<file path="config.mk">
export PLATFORM = sky130hd
export DESIGN_NAME = multi_channel_watchdog
export DESIGN_NICKNAME = d
export VERILOG_FILES = /design/src/rtl/wd_pkg.sv /design/src/rtl/wd_channel.sv /design/src/rtl/multi_channel_watchdog.sv
export SDC_FILE = /design/constraint.sdc
export NUM_CORES = 1
export LEC_CHECK = 0
export CAP_MARGIN = 20
export CORE_ASPECT_RATIO = 0.5
export CORE_MARGIN = 2
export CORE_UTILIZATION = 55
export DETAILED_ROUTE_END_ITERATION = 12
export PLACE_DENSITY_LB_ADDON = 0.12
export SETUP_SLACK_MARGIN = 0.5
export SYNTH_ARGS = -nofsm -noshare
export SYNTH_HDL_FRONTEND = slang
export SYNTH_SLANG_ARGS = --single-unit
</file>
<file path="constraint.sdc">
create_clock -name clk -period 3.3 [get_ports clk]
set_input_delay 0.825 -clock clk [delete_from_list [all_inputs] [get_ports clk]]
set_output_delay 0.825 -clock clk [all_outputs]
set_load 0.02 [all_outputs]
</file>
<file path="src/rtl/wd_pkg.sv">
// Shared types and parameter checks for the multi-channel watchdog.
`timescale 1ns/1ps
package wd_pkg;

  typedef enum logic [1:0] {
    IDLE      = 2'd0,
    RUN       = 2'd1,
    WARN      = 2'd2,
    TRIGGERED = 2'd3
  } wd_state_t;

  // Legal when WINDOW_MIN < WARN_AT < TIMEOUT <= 2^CNT_W-1.
  function automatic bit wd_params_ok(input int unsigned     cnt_w,
                                      input longint unsigned timeout,
                                      input longint unsigned warn_at,
                                      input longint unsigned window_min);
    longint unsigned cnt_max;
    cnt_max = (cnt_w >= 64) ? '1 : ((64'd1 << cnt_w) - 64'd1);
    return (window_min < warn_at) && (warn_at < timeout) && (timeout <= cnt_max);
  endfunction

endpackage

</file>
<file path="src/rtl/wd_channel.sv">
// One watchdog channel: state machine, cycle counter and a strobe that is
// high in the cycle whose clock edge moves the channel into TRIGGERED.
`timescale 1ns/1ps
module wd_channel
  import wd_pkg::*;
#(
  parameter int unsigned CNT_W      = 32,
  parameter int unsigned TIMEOUT    = 1000000,
  parameter int unsigned WARN_AT    = 750000,
  parameter int unsigned WINDOW_MIN = 0
) (
  input  logic clk,
  input  logic rstn,
  input  logic enable,
  input  logic heartbeat,
  input  logic force_reset,
  input  logic clear,
  output logic warning,
  output logic triggered,
  output logic early_fault,
  output logic enter_trig
);

  localparam logic [CNT_W-1:0] CNT_LAST = CNT_W'(TIMEOUT - 1);
  localparam logic [CNT_W-1:0] WARN_V   = CNT_W'(WARN_AT);

  wd_state_t        state_reg;
  logic [CNT_W-1:0] cnt_reg;
  logic             early_reg;

  logic             active;
  logic             too_early;
  logic             early_hit;
  logic [CNT_W-1:0] cnt_inc;

  generate
    if (WINDOW_MIN > 0) begin : g_window
      localparam logic [CNT_W-1:0] WMIN_V = CNT_W'(WINDOW_MIN);
      assign too_early = (cnt_reg < WMIN_V);
    end else begin : g_no_window
      assign too_early = 1'b0;
    end
  endgenerate

  // Force outranks a disable, which outranks a heartbeat, which outranks timeout.
  assign active     = (state_reg == RUN) || (state_reg == WARN);
  assign early_hit  = active && !force_reset && enable && heartbeat && too_early;
  assign enter_trig = active && (force_reset || early_hit ||
                                 (enable && !heartbeat && (cnt_reg == CNT_LAST)));
  assign cnt_inc    = cnt_reg + CNT_W'(1);

  always_ff @(posedge clk or negedge rstn) begin
    if (!rstn) begin
      state_reg <= IDLE;
      cnt_reg   <= '0;
      early_reg <= 1'b0;
    end else begin
      case (state_reg)
        IDLE: begin
          if (enable) state_reg <= RUN;
        end
        RUN, WARN: begin
          if (enter_trig) begin
            state_reg <= TRIGGERED;
            early_reg <= early_hit;
          end else if (!enable) begin
            state_reg <= IDLE;
            cnt_reg   <= '0;
          end else if (heartbeat) begin
            state_reg <= RUN;
            cnt_reg   <= '0;
          end else begin
            cnt_reg   <= cnt_inc;
            state_reg <= (cnt_inc >= WARN_V) ? WARN : RUN;
          end
        end
        TRIGGERED: begin
          if (!force_reset && clear) begin
            state_reg <= IDLE;
            cnt_reg   <= '0;
            early_reg <= 1'b0;
          end
        end
        default: state_reg <= IDLE;
      endcase
    end
  end

  assign warning     = (state_reg == WARN);
  assign triggered   = (state_reg == TRIGGERED);
  assign early_fault = early_reg;

endmodule

</file>
<file path="src/rtl/multi_channel_watchdog.sv">
// N_CH independent windowed watchdogs plus a stretched system reset request
// that fires whenever any channel newly enters TRIGGERED.
`timescale 1ns/1ps
module multi_channel_watchdog
  import wd_pkg::*;
#(
  parameter int unsigned N_CH       = 4,
  parameter int unsigned CNT_W      = 32,
  parameter int unsigned TIMEOUT    = 1000000,
  parameter int unsigned WARN_AT    = 750000,
  parameter int unsigned WINDOW_MIN = 0,
  parameter int unsigned RST_PULSE  = 16
) (
  input  logic            clk,
  input  logic            rstn,
  input  logic [N_CH-1:0] enable,
  input  logic [N_CH-1:0] heartbeat,
  input  logic            force_reset,
  input  logic [N_CH-1:0] clear,
  output logic [N_CH-1:0] warning,
  output logic [N_CH-1:0] triggered,
  output logic [N_CH-1:0] early_fault,
  output logic            any_triggered,
  output logic            sys_reset_req
);

  localparam int unsigned PW = $clog2(RST_PULSE + 1);

  generate
    if (!wd_params_ok(CNT_W, TIMEOUT, WARN_AT, WINDOW_MIN) ||
        (RST_PULSE < 1) || (N_CH < 1) || (N_CH > 16)) begin : g_bad_params
      $fatal(1, "multi_channel_watchdog: illegal parameter combination");
    end
  endgenerate

  logic [N_CH-1:0] enter_vec;
  logic [PW-1:0]   pulse_reg;

  generate
    for (genvar gi = 0; gi < N_CH; gi++) begin : g_ch
      wd_channel #(
        .CNT_W      (CNT_W),
        .TIMEOUT    (TIMEOUT),
        .WARN_AT    (WARN_AT),
        .WINDOW_MIN (WINDOW_MIN)
      ) u_ch (
        .clk         (clk),
        .rstn        (rstn),
        .enable      (enable[gi]),
        .heartbeat   (heartbeat[gi]),
        .force_reset (force_reset),
        .clear       (clear[gi]),
        .warning     (warning[gi]),
        .triggered   (triggered[gi]),
        .early_fault (early_fault[gi]),
        .enter_trig  (enter_vec[gi])
      );
    end
  endgenerate

  // A fresh trigger reloads the stretcher, so overlapping faults extend the pulse.
  always_ff @(posedge clk or negedge rstn) begin
    if (!rstn) begin
      pulse_reg <= '0;
    end else if (|enter_vec) begin
      pulse_reg <= PW'(RST_PULSE);
    end else if (pulse_reg != '0) begin
      pulse_reg <= pulse_reg - PW'(1);
    end
  end

  assign sys_reset_req = |pulse_reg;
  assign any_triggered = |triggered;

endmodule
</file>
==> impl_metrics.env, run 1 <==
export IMPL_outcome="finished, final reports clean"
export IMPL_ir_drop_mv=0.392
export IMPL_core_area_sq_um=18400
export IMPL_leakage_nw=4.89
export IMPL_via_count=10541
export IMPL_overflow=0
export IMPL_cts_hold_buf=0
export IMPL_finalSetupViolCount=0
export IMPL_r2r_cells=11
export IMPL_wl_per_cell_microns=17.8
export IMPL_synth_distinct_cells=73
export IMPL_yosys_mux_area_fraction_pct=1.29
export IMPL_total_power_mw=5.68
export IMPL_drive_above_1_share_pct=16.2
export IMPL_synthFlopType="dfrtp_1"
export IMPL_worstPathArrival_ns=1.92
export IMPL_critPathLaunchType="flop"
export IMPL_syn_area_per_cell_sq_um=7.74
export IMPL_areaGrowthSynthToFinish_pct=16.9
export IMPL_dp_cells=1548
export IMPL_final_area_sq_um=12000
export IMPL_maxSlewHeadroom_pct=50.7
export IMPL_hold_violations=0
export IMPL_cts_tree="yes"
export IMPL_cts_root_buf="clkbuf_16"
export IMPL_h_tree_depth=4
export IMPL_period_minus_slack_ns=2.74
export IMPL_ys_ff_latch=141
export IMPL_io_pins=29
export IMPL_ys_seq_area_share_pct=34.3
export IMPL_fmaxAchievable_mhz=364
export IMPL_crit_start="g_ch[0].u_ch.state_reg[1]"
export IMPL_synthSimpleGateAreaFrac_pct=29.3
export IMPL_antenna_found_initial=0
export IMPL_clock_path_buffers=2
export IMPL_min_path_type="in2async"
export IMPL_use_met3_pct=6.29
export IMPL_initial_core_util_pct=56.0
export IMPL_drv_cap=0
export IMPL_syn_area_sq_um=10300
export IMPL_stdcell_count=1618
export IMPL_place_hpwl_microns=19300
export IMPL_async_flop_share_pct=100
export IMPL_endpoint_kind="output port"
export IMPL_required_ns=2.47
export IMPL_ff2ff_setup_slack_ns=0.56
export IMPL_synth_edf_count=0
export IMPL_busiest_layer="met2"
export IMPL_rows=35
export IMPL_reg2reg_from="g_ch[1].u_ch.cnt_reg[1]"
export IMPL_rsz0062_at_grt="yes"
export IMPL_cp_max_fo=5
export IMPL_post_route_period_util_pct=83.2
export IMPL_diodes=0
export IMPL_yosys_area_share_adder_pct=2.67
export IMPL_clock_sinks=141
export IMPL_drt_total_wl_microns=28800
export IMPL_hold_worst_slack_ns=0.295
export IMPL_fillCellCount=1555
export IMPL_ant_nets=0
export IMPL_routed_via_density=6.51
export IMPL_gp_congestion=0.919
export IMPL_grt_util_all_layers_pct=29.2
export IMPL_cts_buffers=17
export IMPL_worstMarginPinSlew_ns=0.733
export IMPL_path_clk_slew_ns=0.06
export IMPL_fin_nets=1402
export IMPL_crit_end="any_triggered"
export IMPL_fin_util_pct=65.5
export IMPL_grt_pass1_vias=9424
export IMPL_synth_compound_gate_area_share_pct=23.6
export IMPL_synth_top_family_by_area="simple AND/OR/NAND/NOR gates"
export IMPL_die_area_sq_um=19900
export IMPL_drt_iter0_markers=867
export IMPL_first_pass_iters=7
export IMPL_die_w_microns=198
export IMPL_synth_cells=1330
export IMPL_synth_xor_area_share_pct=2.98
export IMPL_r2r_end="g_ch[1].u_ch.state_reg[1]"
export IMPL_insertion_delay_ns=0.44
export IMPL_power_density_nw_per_um2=472
export IMPL_synth_warnings=0
export IMPL_placed_cell_area_sq_um=10900
export IMPL_skew_ns=0.00975
export IMPL_grt_use_met2_pct=46.2
export IMPL_met1_usage_pct=39.8
export IMPL_die_h_microns=101
export IMPL_largest_reg_flops=128
export IMPL_drv_slew=0
export IMPL_path_class="reg2out"
export IMPL_grt_max_degree=47
export IMPL_port_buffers=24
export IMPL_drc=0
export IMPL_grt_pass1_wl_microns=47100
how the worst min path moves through the flow:
stage                     cells after the start                        to  slack [ns]                     start
after floorplan                               1  g_ch[0].u_ch.cnt_reg[31]        0.49  g_ch[0].u_ch.cnt_reg[31]
after global placement                        1  g_ch[3].u_ch.cnt_reg[31]        0.53  g_ch[3].u_ch.cnt_reg[31]
after detailed placement                      2              pulse_reg[1]        0.54              pulse_reg[1]
after CTS                                     1  g_ch[0].u_ch.cnt_reg[31]        0.31                      rstn
after global routing                          1  g_ch[0].u_ch.cnt_reg[31]        0.32                      rstn
final                                         1  g_ch[0].u_ch.cnt_reg[31]        0.29                      rstn
cell usage after synthesis, drive strengths merged, types with 33 or more instances:
cell    count  area share, %
a31oi      40            2.4
o21ai     200            9.7
nand2     108            3.9
clkbuf     88            3.2
o31ai      52            3.8
nor4       33            2.1
nand3      68            3.3
nor2      126            4.6
dfrtp     141             34
and3       35            2.1
nor3       38            1.9
a21oi      50            2.4
nand4      48            3.1
stage by stage:
stage                     TNS [ns]  worst slack (ns)
final                            0             0.555
after floorplan                  0             0.485
after global placement     -0.0206           -0.0126
after CTS                        0             0.448
after detailed placement         0            0.0748
after global routing             0             0.454
placed cells by master (no fill, tap or decap), types with 9 or more instances in the layout:
cell / instances
xnor2_1: 26
o41ai_1: 12
a21oi_1: 50
and3_1: 33
nand2_1: 106
and4_1: 9
nor2_1: 120
dfrtp_1: 114
buf_4: 98
and2_1: 12
dfrtp_2: 27
inv_1: 31
nand4_1: 46
nor2b_1: 11
clkbuf_16: 17
a31oi_1: 40
nand2b_1: 14
ha_1: 16
or3_1: 12
o21ai_0: 196
nor3_1: 33
mux2i_1: 11
nor4_1: 24
clkdlybuf4s50_1: 21
nand3_1: 67
o31ai_1: 51
power breakdown:
group          leakage, nW  switching [mW]  total [mW]  internal (mW)
Sequential            1.90          0.0939        1.91           1.82
Clock                0.295           0.846        2.05           1.20
Combinational         2.69            1.13        1.72          0.596
Total                 4.89            2.07        5.68           3.61
worst max-delay path: stages (launching register included):
cell and delay (ns):
dfrtp_1 0.41, ha_2 0.24, or4_1 0.54, clkdlybuf4s15_1 0.30
final cells by class:
class	instances	area, sq um	share of cell area [%]
inverters	31	116	0.967
multi-input cells	1049	6430	53.4
well taps	240	300	2.49
clock inverters	15	185	1.54
flip-flops and latches	141	3560	29.6
repair buffers	125	1020	8.46
clock buffers	17	425	3.53
routing by layer:
layer  up-vias  wire (microns)
met2       412           13200
met3        72            2190
met5         -               0
li1       4999               -
met1      5058           12600
met4         0             820
cell families after synthesis:
| kind of cell | after synthesis |
|---|---|
| muxes | 13 |
| buffers and inverters | 143 |
| adders and majority gates | 22 |
| xor gates and xnor gates | 35 |
| DFF | 141 |
| and+or+nand+nor | 568 |
| other | 1 |
| AOI/OAI and AO/OA | 407 |
what timing repair did:
action	CTS	global route
endpoints found under the setup margin	10	51
resized for setup	33	49
pin swaps	9	13
buffers inserted	13	25
Power figures use the tool's default switching activity.
==> inputs of run 2 (changes only) <==
- clock period: 3.3 -> 2.6 ns (I/O delays scaled with it)
==> run 2 against run 1 <==
Against the previous run: die area stayed put; critical path depth up 7; the flow now finishes with violations (negative setup slack); worst setup slack lost 0.62 ns; highest routed layer unchanged; critical endpoint is now g_ch[0].u_ch.state_reg[1]; clock power is 32% higher; non-clock buffer count up 198.
==> impl_metrics.env, run 2 (synthesized netlist as in run 1, its figures left out) <==
export IMPL_crit_path_max_incr_delay_ns=0.53
export IMPL_initial_core_util_pct=56.0
export IMPL_cp_slowest_cell="or4_4"
export IMPL_use_met3_pct=7.03
export IMPL_finalSetupViolCount=3
export IMPL_p_switching_mw=3.55
export IMPL_h_tree_depth=4
export IMPL_leakage_nw=6.60
export IMPL_antenna_found_initial=0
export IMPL_drc=0
export IMPL_ff2ff_setup_slack_ns=-0.06
export IMPL_busiest_layer="met2"
export IMPL_critPathLaunchType="flop"
export IMPL_cp_common_cell="or4_4"
export IMPL_maxSlewHeadroom_pct=60.6
export IMPL_drt_total_wl_microns=38900
export IMPL_drt_iter0_markers=1652
export IMPL_cts_root_buf="clkbuf_16"
export IMPL_mostFrequentLayoutCells="244 x buf_4, 122 x dfrtp_1, 114 x nor2_1"
export IMPL_p_int_mw=5.87
export IMPL_routed_via_density=6.85
export IMPL_fillCellCount=1009
export IMPL_path_class="reg2reg"
export IMPL_fin_util_pct=83.4
export IMPL_netSwitchingFraction_pct=37.7
export IMPL_clock_sinks=141
export IMPL_outcome="finished, violations left"
export IMPL_met1_usage_pct=47.4
export IMPL_final_setup_worst_slack_ns=-0.0643
export IMPL_fmaxAchievable_mhz=375
export IMPL_diodes=0
export IMPL_port_buffers=24
export IMPL_gp_congestion=0.958
export IMPL_drv_slew=0
export IMPL_die_area_sq_um=19900
export IMPL_fin_nets=1609
export IMPL_grt_pass1_wl_microns=55000
export IMPL_worstPathArrival_ns=2.98
export IMPL_endpoint_kind="flop"
export IMPL_skew_ns=0.0114
export IMPL_period_minus_slack_ns=2.66
export IMPL_io_pins=29
export IMPL_ff_latch_area_sq_um=3550
export IMPL_drv_cap=0
export IMPL_seqPwrFrac_pct=25.6
export IMPL_place_hpwl_microns=22200
export IMPL_clkPwrFrac_pct=28.7
export IMPL_clock_path_buffers=2
export IMPL_drive_above_1_share_pct=39.4
export IMPL_overflow=0
export IMPL_critPathTopFamily="simple AND/OR/NAND/NOR gates"
export IMPL_power_density_nw_per_um2=614
export IMPL_insertion_delay_ns=0.44
export IMPL_ant_nets=0
export IMPL_grt_max_degree=52
export IMPL_path_clk_slew_ns=0.07
export IMPL_grt_util_all_layers_pct=34.7
export IMPL_placed_cell_area_sq_um=12300
export IMPL_hold_violations=0
export IMPL_first_pass_iters=6
export IMPL_crit_chain="ha_4, nand2_4, or4_4, or4_4, nor4b_4, a211o_1, nand4_1, buf_4, nor3_4, a311oi_1"
export IMPL_grt_pass1_vias=10939
export IMPL_post_route_period_util_pct=102
export IMPL_violations="negative setup slack"
export IMPL_cp_max_fo=4
export IMPL_largest_reg_flops=128
export IMPL_cts_buffers=17
export IMPL_total_power_mw=9.42
export IMPL_worstMarginPinSlew_ns=0.589
export IMPL_required_ns=2.91
export IMPL_areaGrowthSynthToFinish_pct=48.9
export IMPL_rsz0062_at_grt="yes"
export IMPL_multi_input_area_sq_um=7850
export IMPL_cts_tree="yes"
export IMPL_final_common_cell="buf_4"
export IMPL_wl_per_cell_microns=21.3
export IMPL_ir_drop_mv=0.635
export IMPL_rows=35
export IMPL_cp_buffers_inverters=1
export IMPL_p_comb_share_pct=45.7
export IMPL_final_area_sq_um=15300
export IMPL_via_count=12499
export IMPL_die_h_microns=101
export IMPL_grt_use_met2_pct=55.7
export IMPL_core_area_sq_um=18400
export IMPL_min_path_type="in2async"
export IMPL_die_w_microns=198
==> run 2: cell count changes in the layout (fill, tap and decap cells not counted), moves of 14 or more <==
cell,before,now
o21ai_2,3,50
nand3_1,67,51
o31ai_1,51,20
clkdlybuf4s50_1,21,7
buf_4,98,244
o21ai_1,1,87
o31ai_2,1,22
buf_6,3,36
o21ai_0,196,59
nand2_1,106,86
nand2_2,1,16
==> run 2: layout make-up <==
| cell class | instances | area share (%) |
|---|---|---|
| clock buffer | 22 | 3.03 |
| clock inverter | 10 | 1.06 |
| inverter | 31 | 0.759 |
| multi-input combinational | 1058 | 51.2 |
| sequential | 141 | 23.2 |
| tap | 240 | 1.96 |
| timing repair buffer | 323 | 18.8 |
==> run 2: repair_timing <==
item                                    in CTS  in global routing
gates cloned                                 9                  6
resized for setup                          236                236
endpoints found under the setup margin     151                148
pin swaps                                   66                 92
hold buffers                                 0                  0
buffers inserted                            40                 41
==> run 2: power by group through the flow <==
stage	Clock, mW	Combinational, mW	Sequential (mW)
3_5_place_dp	0	2.47	2.43
3_3_place_gp	0	2.39	2.43
4_1_cts	2.69	3.40	2.39
5_1_grt	2.80	4.49	2.43
6_report	2.70	4.31	2.41
2_1_floorplan	0	1.60	2.45
==> run 2: worst paths after layout <==
kind / endpoint / startpoint / cells past startpoint
max: g_ch[0].u_ch.state_reg[1] / g_ch[0].u_ch.cnt_reg[0] / 10
min: g_ch[2].u_ch.state_reg[1] / rstn / 1
max reg2reg: g_ch[0].u_ch.state_reg[1] / g_ch[0].u_ch.cnt_reg[0] / 10
min reg2reg: g_ch[0].u_ch.cnt_reg[31] / g_ch[0].u_ch.cnt_reg[31] / 1
max in group asynchronous: g_ch[2].u_ch.cnt_reg[0] / rstn / 2
min in group clk: g_ch[0].u_ch.cnt_reg[31] / g_ch[0].u_ch.cnt_reg[31] / 1
==> run 2: stage by stage <==
stage	setup TNS [ns]	worst slack [ns]	hold slack, ns	instances
floorplan	-0.245	-0.104	0.354	1333
finish	-0.148	-0.0643	0.169	1825
CTS	-0.0511	-0.0257	0.190	1778
detailed placement	-19.05	-0.433	0.519	1697
global placement	-18.92	-0.478	0.513	1697
global route	-0.614	-0.123	0.206	1825
==> run 2: routing by layer <==
metal | wire (microns) | vias up | part of all wire [%]
met2 | 17500 | 850 | 45
met4 | 1930 | 0 | 5.0
met3 | 4290 | 226 | 11
met1 | 15200 | 5991 | 39
met5 | 0 | - | 0
li1 | - | 5432 | -
==> run 2: worst reg2reg max path: stages, from the launching register on <==
cell and delay, ns:
dfrtp_2 0.39, ha_4 0.15, nand2_4 0.05, or4_4 0.53, or4_4 0.47, nor4b_4 0.29
a211o_1 0.14, nand4_1 0.15, buf_4 0.20, nor3_4 0.10, a311oi_1 0.06
